<file path="src/rtl/stream_gen.sv">
// AXI-Stream test-pattern source under ap_ctrl_hs control: byte/word ramp, constant, optional LFSR.
// Define STREAM_GEN_LFSR_EN to build the mode-3 LFSR; otherwise mode 3 is a byte ramp.
module stream_gen #(
  parameter int unsigned WIDTH = 32
) (
  input  logic             ap_clk,
  input  logic             ap_rst_n,
  input  logic             ap_start,
  input  logic [31:0]      size,
  input  logic [15:0]      burst_beats,
  input  logic [1:0]       mode,
  input  logic [31:0]      seed,
  output logic             ap_ready,
  output logic             ap_done,
  output logic             ap_idle,
  output logic [WIDTH-1:0] tdata,
  output logic             tvalid,
  output logic             tlast,
  input  logic             tready
);

  localparam int unsigned LANES = WIDTH / 32;
  localparam int unsigned BYTES = WIDTH / 8;

  typedef enum logic [1:0] {StIdle, StRun, StDone} state_e;

  state_e state_q, state_d;

  logic [31:0]      size_q, size_d, seed_q, seed_d, beat_q, beat_d;
  logic [15:0]      burst_q, burst_d, frame_q, frame_d;
  logic [1:0]       mode_q, mode_d;
  logic [WIDTH-1:0] tdata_q, tdata_d;
  logic             tvalid_q, tvalid_d, tlast_q, tlast_d;
  logic             ap_ready_q, ap_ready_d, ap_done_q, ap_done_d, ap_idle_q, ap_idle_d;
  logic             accept, final_beat;

`ifdef STREAM_GEN_LFSR_EN
  localparam logic [31:0] LfsrPoly = 32'h8020_0003;
  logic [31:0] lfsr_q, lfsr_d;

  function automatic logic [31:0] lfsr_step(input logic [31:0] s);
    return s[0] ? ((s >> 1) ^ LfsrPoly) : (s >> 1);
  endfunction

  function automatic logic [WIDTH-1:0] lfsr_lanes(input logic [31:0] s);
    logic [WIDTH-1:0] d;
    for (int k = 0; k < LANES; k++) d[32*k +: 32] = s ^ 32'(k);
    return d;
  endfunction
`endif

  function automatic logic [WIDTH-1:0] pattern(input logic [1:0]  m,
                                               input logic [31:0] s,
                                               input logic [31:0] b);
    logic [WIDTH-1:0] d;
    logic [7:0]       byte_base;
    logic [31:0]      word_base;
    d         = '0;
    byte_base = s[7:0] + 8'(b * BYTES);
    word_base = s + 32'(b * LANES);
    case (m)
      2'd1:    for (int k = 0; k < LANES; k++) d[32*k +: 32] = word_base + 32'(k);
      2'd2:    for (int k = 0; k < LANES; k++) d[32*k +: 32] = s;
      default: for (int j = 0; j < BYTES; j++) d[8*j +: 8] = byte_base + 8'(j);
    endcase
    return d;
  endfunction

  // Frame position is tracked separately from the beat index so no modulo is needed.
  function automatic logic is_last(input logic [15:0] frame, input logic [15:0] burst,
                                   input logic [31:0] b, input logic [31:0] sz);
    return ((burst != 16'd0) && (frame == burst - 16'd1)) || (b == sz - 32'd1);
  endfunction

  assign accept     = tvalid_q & tready;
  assign final_beat = (beat_q == size_q - 32'd1);

  always_ff @(posedge ap_clk or negedge ap_rst_n) begin
    if (!ap_rst_n) state_q <= StIdle;
    else           state_q <= state_d;
  end

  always_comb begin
    state_d = state_q;
    unique case (state_q)
      StIdle:  if (ap_start) state_d = (size == 32'd0) ? StDone : StRun;
      StRun:   if (accept && final_beat) state_d = StDone;
      StDone:  if (ap_done_q) state_d = StIdle;
      default: state_d = StIdle;
    endcase
  end

  // Output registers are loaded with the next beat's values so everything leaves a flop.
  always_comb begin
    size_d     = size_q;
    burst_d    = burst_q;
    mode_d     = mode_q;
    seed_d     = seed_q;
    beat_d     = beat_q;
    frame_d    = frame_q;
    tdata_d    = tdata_q;
    tvalid_d   = tvalid_q;
    tlast_d    = tlast_q;
    ap_ready_d = 1'b0;
    ap_done_d  = 1'b0;
    ap_idle_d  = (state_d == StIdle);
`ifdef STREAM_GEN_LFSR_EN
    lfsr_d     = lfsr_q;
`endif
    unique case (state_q)
      StIdle: begin
        if (ap_start) begin
          size_d     = size;
          burst_d    = burst_beats;
          mode_d     = mode;
          seed_d     = seed;
          beat_d     = '0;
          frame_d    = '0;
          ap_ready_d = 1'b1;
`ifdef STREAM_GEN_LFSR_EN
          lfsr_d     = (seed == 32'd0) ? 32'd1 : seed;
`endif
          if (size != 32'd0) begin
            tvalid_d = 1'b1;
            tdata_d  = pattern(mode, seed, 32'd0);
            tlast_d  = is_last(16'd0, burst_beats, 32'd0, size);
`ifdef STREAM_GEN_LFSR_EN
            if (mode == 2'd3) tdata_d = lfsr_lanes(lfsr_d);
`endif
          end
        end
      end
      StRun: begin
        if (accept) begin
          if (final_beat) begin
            tvalid_d  = 1'b0;
            tlast_d   = 1'b0;
            ap_done_d = 1'b1;
          end else begin
            beat_d  = beat_q + 32'd1;
            frame_d = ((burst_q != 16'd0) && (frame_q == burst_q - 16'd1)) ? 16'd0
                                                                            : frame_q + 16'd1;
            tdata_d = pattern(mode_q, seed_q, beat_d);
            tlast_d = is_last(frame_d, burst_q, beat_d, size_q);
`ifdef STREAM_GEN_LFSR_EN
            lfsr_d  = lfsr_step(lfsr_q);
            if (mode_q == 2'd3) tdata_d = lfsr_lanes(lfsr_d);
`endif
          end
        end
      end
      // A zero-size command enters DONE without a pulse pending, so it raises one here.
      StDone:  ap_done_d = ~ap_done_q;
      default: ;
    endcase
  end

  always_ff @(posedge ap_clk or negedge ap_rst_n) begin
    if (!ap_rst_n) begin
      size_q     <= '0;
      burst_q    <= '0;
      mode_q     <= '0;
      seed_q     <= '0;
      beat_q     <= '0;
      frame_q    <= '0;
      tdata_q    <= '0;
      tvalid_q   <= 1'b0;
      tlast_q    <= 1'b0;
      ap_ready_q <= 1'b0;
      ap_done_q  <= 1'b0;
      ap_idle_q  <= 1'b1;
`ifdef STREAM_GEN_LFSR_EN
      lfsr_q     <= 32'd1;
`endif
    end else begin
      size_q     <= size_d;
      burst_q    <= burst_d;
      mode_q     <= mode_d;
      seed_q     <= seed_d;
      beat_q     <= beat_d;
      frame_q    <= frame_d;
      tdata_q    <= tdata_d;
      tvalid_q   <= tvalid_d;
      tlast_q    <= tlast_d;
      ap_ready_q <= ap_ready_d;
      ap_done_q  <= ap_done_d;
      ap_idle_q  <= ap_idle_d;
`ifdef STREAM_GEN_LFSR_EN
      lfsr_q     <= lfsr_d;
`endif
    end
  end

  assign tdata    = tdata_q;
  assign tvalid   = tvalid_q;
  assign tlast    = tlast_q;
  assign ap_ready = ap_ready_q;
  assign ap_done  = ap_done_q;
  assign ap_idle  = ap_idle_q;

endmodule

</file>
<file path="config.mk">
export PLATFORM = sky130hd
export DESIGN_NAME = stream_gen
export DESIGN_NICKNAME = d
export VERILOG_FILES = /design/src/rtl/stream_gen.sv
export SDC_FILE = /design/constraint.sdc
export NUM_CORES = 1
export LEC_CHECK = 0
export ABC_AREA = 1
export CORE_MARGIN = 4
export CORE_UTILIZATION = 65
export CTS_CLUSTER_SIZE = 16
export DETAILED_ROUTE_END_ITERATION = 16
export GPL_TIMING_DRIVEN = 0
export PLACE_DENSITY_LB_ADDON = 0.2
export SETUP_SLACK_MARGIN = 0.1
export SYNTH_ARGS = -nofsm -noshare
export SYNTH_HDL_FRONTEND = slang
export SYNTH_SLANG_ARGS = --single-unit
</file>
<file path="constraint.sdc">
create_clock -name ap_clk -period 10.8 [get_ports ap_clk]
set_input_delay 1.62 -clock ap_clk [delete_from_list [all_inputs] [get_ports ap_clk]]
set_output_delay 1.62 -clock ap_clk [all_outputs]
set_load 0.05 [all_outputs]
</file>
==> results of run 1 <==
final cells by class:
class	instances	area [µm²]	share of cell area (%)
tap	280	350	2.09
timing repair buffer	121	1230	7.37
inverter	267	1000	5.98
multi-input combinational	1756	9000	53.8
buffer	66	295	1.76
sequential	169	4230	25.3
antenna	2	5.00	0.0299
clock buffer	17	425	2.54
clock inverter	15	203	1.21
cell usage after synthesis (33+ instances only):
| cell | n |
|---|---|
| a21oi_1 | 112 |
| clkbuf_1 | 46 |
| dfrtp_1 | 168 |
| ha_1 | 55 |
| inv_1 | 264 |
| nand2_1 | 670 |
| nand3_1 | 123 |
| nand4_1 | 39 |
| nor2_1 | 220 |
| nor3_1 | 40 |
| o21ai_0 | 210 |
| xnor2_1 | 33 |
| xor2_1 | 106 |
routing by layer:
metal | track usage [%] | part of all wire [%]
met1 | 55.7 | 37
met4 | 29.0 | 8.4
met2 | 68.8 | 44
met5 | 0 | 0
met3 | 8.63 | 11
power groups by stage:
stage / clock, W / sequential (W) / combinational (W)
finish: 0.000671 / 0.00112 / 0.00297
global route: 0.000690 / 0.00114 / 0.00320
CTS: 0.000659 / 0.00110 / 0.00287
detailed placement: 0 / 0.00111 / 0.00283
global placement: 0 / 0.00111 / 0.00275
floorplan: 0 / 0.00124 / 0.00174
tightest hold or removal path: stages (launching register included):
cell,delay (ns)
dfrtp_1,0.35
nand2_1,0.05
o21ai_0,0.06
through the flow:
step | power [W] | util (%) | cells
2_1_floorplan | 0.00298 | - | 2258
3_3_place_gp | 0.00386 | 73.5 | 2658
3_5_place_dp | 0.00394 | 73.6 | 2659
4_1_cts | 0.00463 | 76.5 | 2691
5_1_grt | 0.00502 | 76.5 | 2692
6_report | 0.00476 | 76.5 | 2693
flip-flops by register name, summed over array words and instances (netlist names):
register	count
tlast	1
tvalid	1
frame_q	16
seed_q	32
ap_idle	1
burst_q	16
tdata	32
ap_ready	1
ap_done	1
mode_q	2
size_q	32
beat_q	32
state_q	2
cell families after synthesis:
group           count (synthesis)  share of synthesized area, %
flops                         169                          29.1
buf+inv                       333                          8.93
xor+xnor                      139                          8.38
fa+ha+maj                      57                          5.01
compound gates                405                          15.0
simple gates                 1155                          33.6
how the worst min path moves through the flow:
stage | from | end | slack, ns
finish | tdata[24] | tdata[24] | 0.50
global route | tdata[24] | tdata[24] | 0.52
CTS | tdata[20] | tdata[20] | 0.49
detailed placement | tdata[20] | tdata[20] | 0.47
global placement | tdata[6] | tdata[6] | 0.46
floorplan | frame_q[4] | frame_q[4] | 0.47
placed cells by master, fill, tap and decap left out, types with 4 or more instances in the layout:
cell	Yosys	final
dfrtp_1	168	168
nand2_1	670	670
o21ai_0	210	210
a22oi_1	7	7
inv_8	0	5
nand3b_1	9	9
nor2_2	12	12
nor2_1	220	220
clkbuf_1	46	46
clkdlybuf4s50_1	0	119
o211ai_1	6	6
a21o_1	6	6
ha_1	55	55
xor2_1	106	106
a21boi_0	4	4
xnor2_1	33	33
o22ai_1	8	8
nor4_1	13	13
a21oi_1	112	112
o21bai_1	5	5
clkinv_8	0	5
o21ai_1	22	22
clkbuf_16	0	17
inv_1	264	264
a31oi_1	7	7
or2_2	11	11
nand3_1	123	123
nand2_2	4	4
buf_2	11	11
nand4_1	39	39
nor3_1	40	40
==> results.cfg, run 1 <==
[grt]
grt_overflow = 0
grt_max_degree = 107
grt_first_pass_wirelength_um = 85300
grtUsageTotal_pct = 44.1
antenna_found_initial = 2
grt_pass1_vias = 15911

[critical_path]
worst-path-buf-inv = 2
crit_slowest_cell = dfrtp_1
crit_family = simple AND/OR/NAND/NOR gates
cp-start-kind = register
slowest_delay_ns = 0.60
r2r_end = tdata[31]
regToRegSetupSlack_ns = 5.93
worstPathMaxFanout = 7
crit_cells = 27
cp-startpoint = beat_q[0]
crit-reg2reg-launch = beat_q[0]
cp.arrival_ns = 5.26
path_common_cell = nand2_1
ff2ff_path_depth = 27
crit_end = tdata[31]
path_class = reg -> reg
cp.required_ns = 11.19
worstSetupEndpointType = register

[route]
viasPerCell = 6.21
vias = 16715
drtAntennaViolNets = 0
drtIter0Drc = 2512
post-route-drc-count = 0
wl_per_cell_um = 20.2
wl_um = 54400
first_pass_iters = 7

[run]
drv_cap = 0

[place]
gp_congestion = 1.11
post-place-ws_ns = 5.94
dpl_cell_area_mm2 = 0.0161
dp.final_hpwl_um = 42700
portBuffers = 120

[finish]
nFillCells = 1727
drive_gt1_share_pct = 3.86
stdcell_area_mm2 = 0.0167
nets = 2541
area_growth_pct = 15.3

[logic_synthesis]
synth_warnings = 0
synth-async-reset-ratio_pct = 100
synthesis.nets = 2401
synth_area_leaders = dfrtp_1 29%, nand2_1 17%, o21ai_0 7.2%
synth_area_leader_cell = dfrtp_1
syn_inst = 2258
syn_area_mm2 = 0.0145
ys_types = 53
synth-seq-cells = 169
synth-edff-count = 0
synth_top_area_share_pct = 28.9
ys.flop_type = dfrtp_1
ys_seq_area_share_pct = 29.1
avgSynthCellArea_um2 = 6.43

[clock_tree]
h-tree-depth = 4
ctsHoldBuffers = 0
cts.clk_slew.worst_paths_ns = 0.08
cts_max_path_buffers = 2
cts-root-buf = clkbuf_16
cts_resized = 0
tritoncts = done
cts_buffers = 17
clock_sinks = 169
cts_setup_buffers = 0
clock_latency_ns = 0.46

[timing]
slew_viol_final = 0
setup_viol = 0
hold_ws_ns = 0.496
skew_ns = 0.0196
slew_headroom_pct = 29.1
rsz0062_at_grt = no
clock.fmax_mhz = 205
fin_ws_ns = 5.93
fin_crit_ns = 4.87
period_share_pct = 45.1
fin_setup_tns_ns = 0
worst_pin_slew_ns = 1.06
hold_viol_final = 0

[pwr]
p_clk_share_pct = 14.1
peakVddDrop_uv = 312
power.density_mw_per_mm2 = 285
p_seq_share_pct = 23.5
p_leak_nw = 8.12
p_sw_share_pct = 55.8
power_frac_comb_pct = 62.4
switching_power_w = 0.00266
p_int_w = 0.00211

[hold_path]
worstHoldPathCells = 2
hold_path_class = reg -> reg

[floorplanning]
die_area_mm2 = 0.0248
ioPinCount = 123
die_h_um = 158
die_x_um = 158
num_rows = 54
initial_core_util_pct = 66.4
core_area_mm2 = 0.0219

[status]
status = complete, no violations
(Power assumes the default switching activity.)
==> inputs of run 2 (changes only) <==
Settings changed: CORE_UTILIZATION 65 to 54.
Clock period 10.8 ns to 4.41 ns, I/O delays scaled along.
==> results.cfg, run 2 (synthesis gave the netlist of run 1 again) <==
[floorplanning]
die_x_um = 172
num_rows = 59
die_h_um = 172
ioPinCount = 123
die_area_mm2 = 0.0296
core_area_mm2 = 0.0263
initial_core_util_pct = 55.3

[pwr]
p_clk_share_pct = 14.4
peakVddDrop_uv = 609
power_frac_comb_pct = 61.9
power.density_mw_per_mm2 = 682
switching_power_w = 0.00634
power_w = 0.0116
p_sw_share_pct = 54.7
p_seq_share_pct = 23.7
p_leak_nw = 8.19
p_int_w = 0.00525

[route]
viasPerCell = 5.94
drtIter0Drc = 2242
wl_per_cell_um = 20.2
drtAntennaViolNets = 0
post-route-drc-count = 0
first_pass_iters = 6
vias = 16351
wl_um = 55600

[timing]
fin_crit_ns = 4.19
fin_ws_ns = 0.224
slew_headroom_pct = 36.4
skew_ns = 0.0174
period_share_pct = 94.9
slew_viol_final = 0
clock.fmax_mhz = 239
rsz0062_at_grt = yes
worst_pin_slew_ns = 0.953
setup_viol = 0
hold_viol_final = 0

[critical_path]
worstSetupEndpointType = register
crit-reg2reg-launch = beat_q[9]
cp-start-kind = register
path_class = reg -> reg
r2r_end = tdata[28]
cp.arrival_ns = 4.53
worstPathMaxFanout = 6
regToRegSetupSlack_ns = 0.22
cp.required_ns = 4.75
ff2ff_path_depth = 21

[grt]
grt_overflow = 0
antenna_found_initial = 0
grtUsageTotal_pct = 37.2
grt_first_pass_wirelength_um = 85300
grt_max_degree = 102
grt_pass1_vias = 15306

[place]
post-place-ws_ns = -0.269
dpl_cell_area_mm2 = 0.0162
dp.final_hpwl_um = 44200
dp.cells = 2714
gp_congestion = 1.04
portBuffers = 120

[finish]
nFillCells = 2462
nets = 2549
stdcell_count = 2754
multi_input_area_mm2 = 0.00914
n_antenna_cell = 0
drive_gt1_share_pct = 5.25
stdcell_area_mm2 = 0.0170
layout_commonest_cell = nand2_1
seqCellArea_mm2 = 0.00423
final_cell_mix = 668 x nand2_1, 264 x inv_1, 215 x nor2_1
area_growth_pct = 17.0

[run]
drv_cap = 0

[clock_tree]
ctsHoldBuffers = 0
h-tree-depth = 4
cts_max_path_buffers = 2
cts.clk_slew.worst_paths_ns = 0.08
cts-root-buf = clkbuf_16
tritoncts = done
clock_sinks = 169
cts_buffers = 17
clock_latency_ns = 0.45

[hold_path]
hold_path_class = in -> async

[status]
status = complete, no violations
[run 2: cell types whose count changed in the layout (fill, tap and decap cells not counted), sizes merged]
cell    delta
clkinv     -4
clkbuf     +1
buf        +8
diode      -2
bufinv     +2
inv        +1
[run 2: worst max-delay path by stage]
stage                         start        end  cells past startpoint
final                     beat_q[9]  tdata[28]                     21
after global placement     ap_rst_n   tdata[4]                      1
after detailed placement  beat_q[0]  tdata[31]                     28
after global routing      beat_q[9]  tdata[24]                     18
after floorplan           beat_q[0]  tdata[31]                     28
after CTS                 beat_q[0]  tdata[31]                     28
[run 2: power by group through the flow]
| stage | clock, W | sequential, W | combinational, W |
|---|---|---|---|
| 6_report | 0.00166 | 0.00275 | 0.00718 |
| 5_1_grt | 0.00173 | 0.00280 | 0.00782 |
| 4_1_cts | 0.00166 | 0.00272 | 0.00700 |
| 3_5_place_dp | 0 | 0.00274 | 0.00693 |
| 3_3_place_gp | 0 | 0.00273 | 0.00683 |
| 2_1_floorplan | 0 | 0.00303 | 0.00427 |
[run 2: layout make-up]
| cell class | count | area share [%] |
|---|---|---|
| timing repair buffer | 129 | 7.61 |
| clock buffer | 18 | 2.53 |
| clock inverter | 14 | 1.08 |
| multi-input combinational | 1756 | 53.8 |
| buffer | 66 | 1.74 |
| tap | 335 | 2.47 |
| inverter | 267 | 5.90 |
| sequential | 169 | 24.9 |
[run 2: critical path, stage by stage, from the launching register on]
cell and delay [ns]:
dfrtp_1 0.32, clkbuf_2 0.19, nand2_1 0.21, nor3_4 0.31
nand2_1 0.11, nor2_2 0.26, nand4_1 0.17, xor2_1 0.35
inv_1 0.23, ha_1 0.41, a21oi_1 0.24, o221ai_1 0.18
a21oi_1 0.14, nand2_1 0.11, o21ai_0 0.24, nand2_1 0.10
nand2_1 0.08, o21ai_0 0.15, nand2_1 0.11, nand2_1 0.06
nand2_1 0.06, nand2_1 0.04
[run 2: through the flow]
| step | hold WS (ns) | utilization, % | TNS, ns |
|---|---|---|---|
| floorplan | 0.366 | - | 0 |
| global placement | 0.466 | 61.5 | -746.70 |
| detailed placement | 0.469 | 61.6 | -0.731 |
| CTS | 0.191 | 64.0 | 0 |
| global route | 0.199 | 64.7 | 0 |
| finish | 0.155 | 64.7 | 0 |
[run 2: per-layer routing]
metal / global-route usage, % / vias to the layer above / share of wire, %
met3: 7.25 / 183 / 11
li1: - / 7605 / -
met1: 49.9 / 7593 / 40
met4: 17.1 / 0 / 5.3
met2: 58.2 / 970 / 44
met5: 0 / - / 0
[run 2: what timing repair did]
| action | 4_1_cts | 5_1_grt |
|---|---|---|
| pin swaps | 0 | 6 |
| setup buffers | 1 | 7 |
| hold endpoints to repair | 0 | 0 |
| resized for setup | 5 | 34 |
| setup endpoints to repair | 15 | 20 |
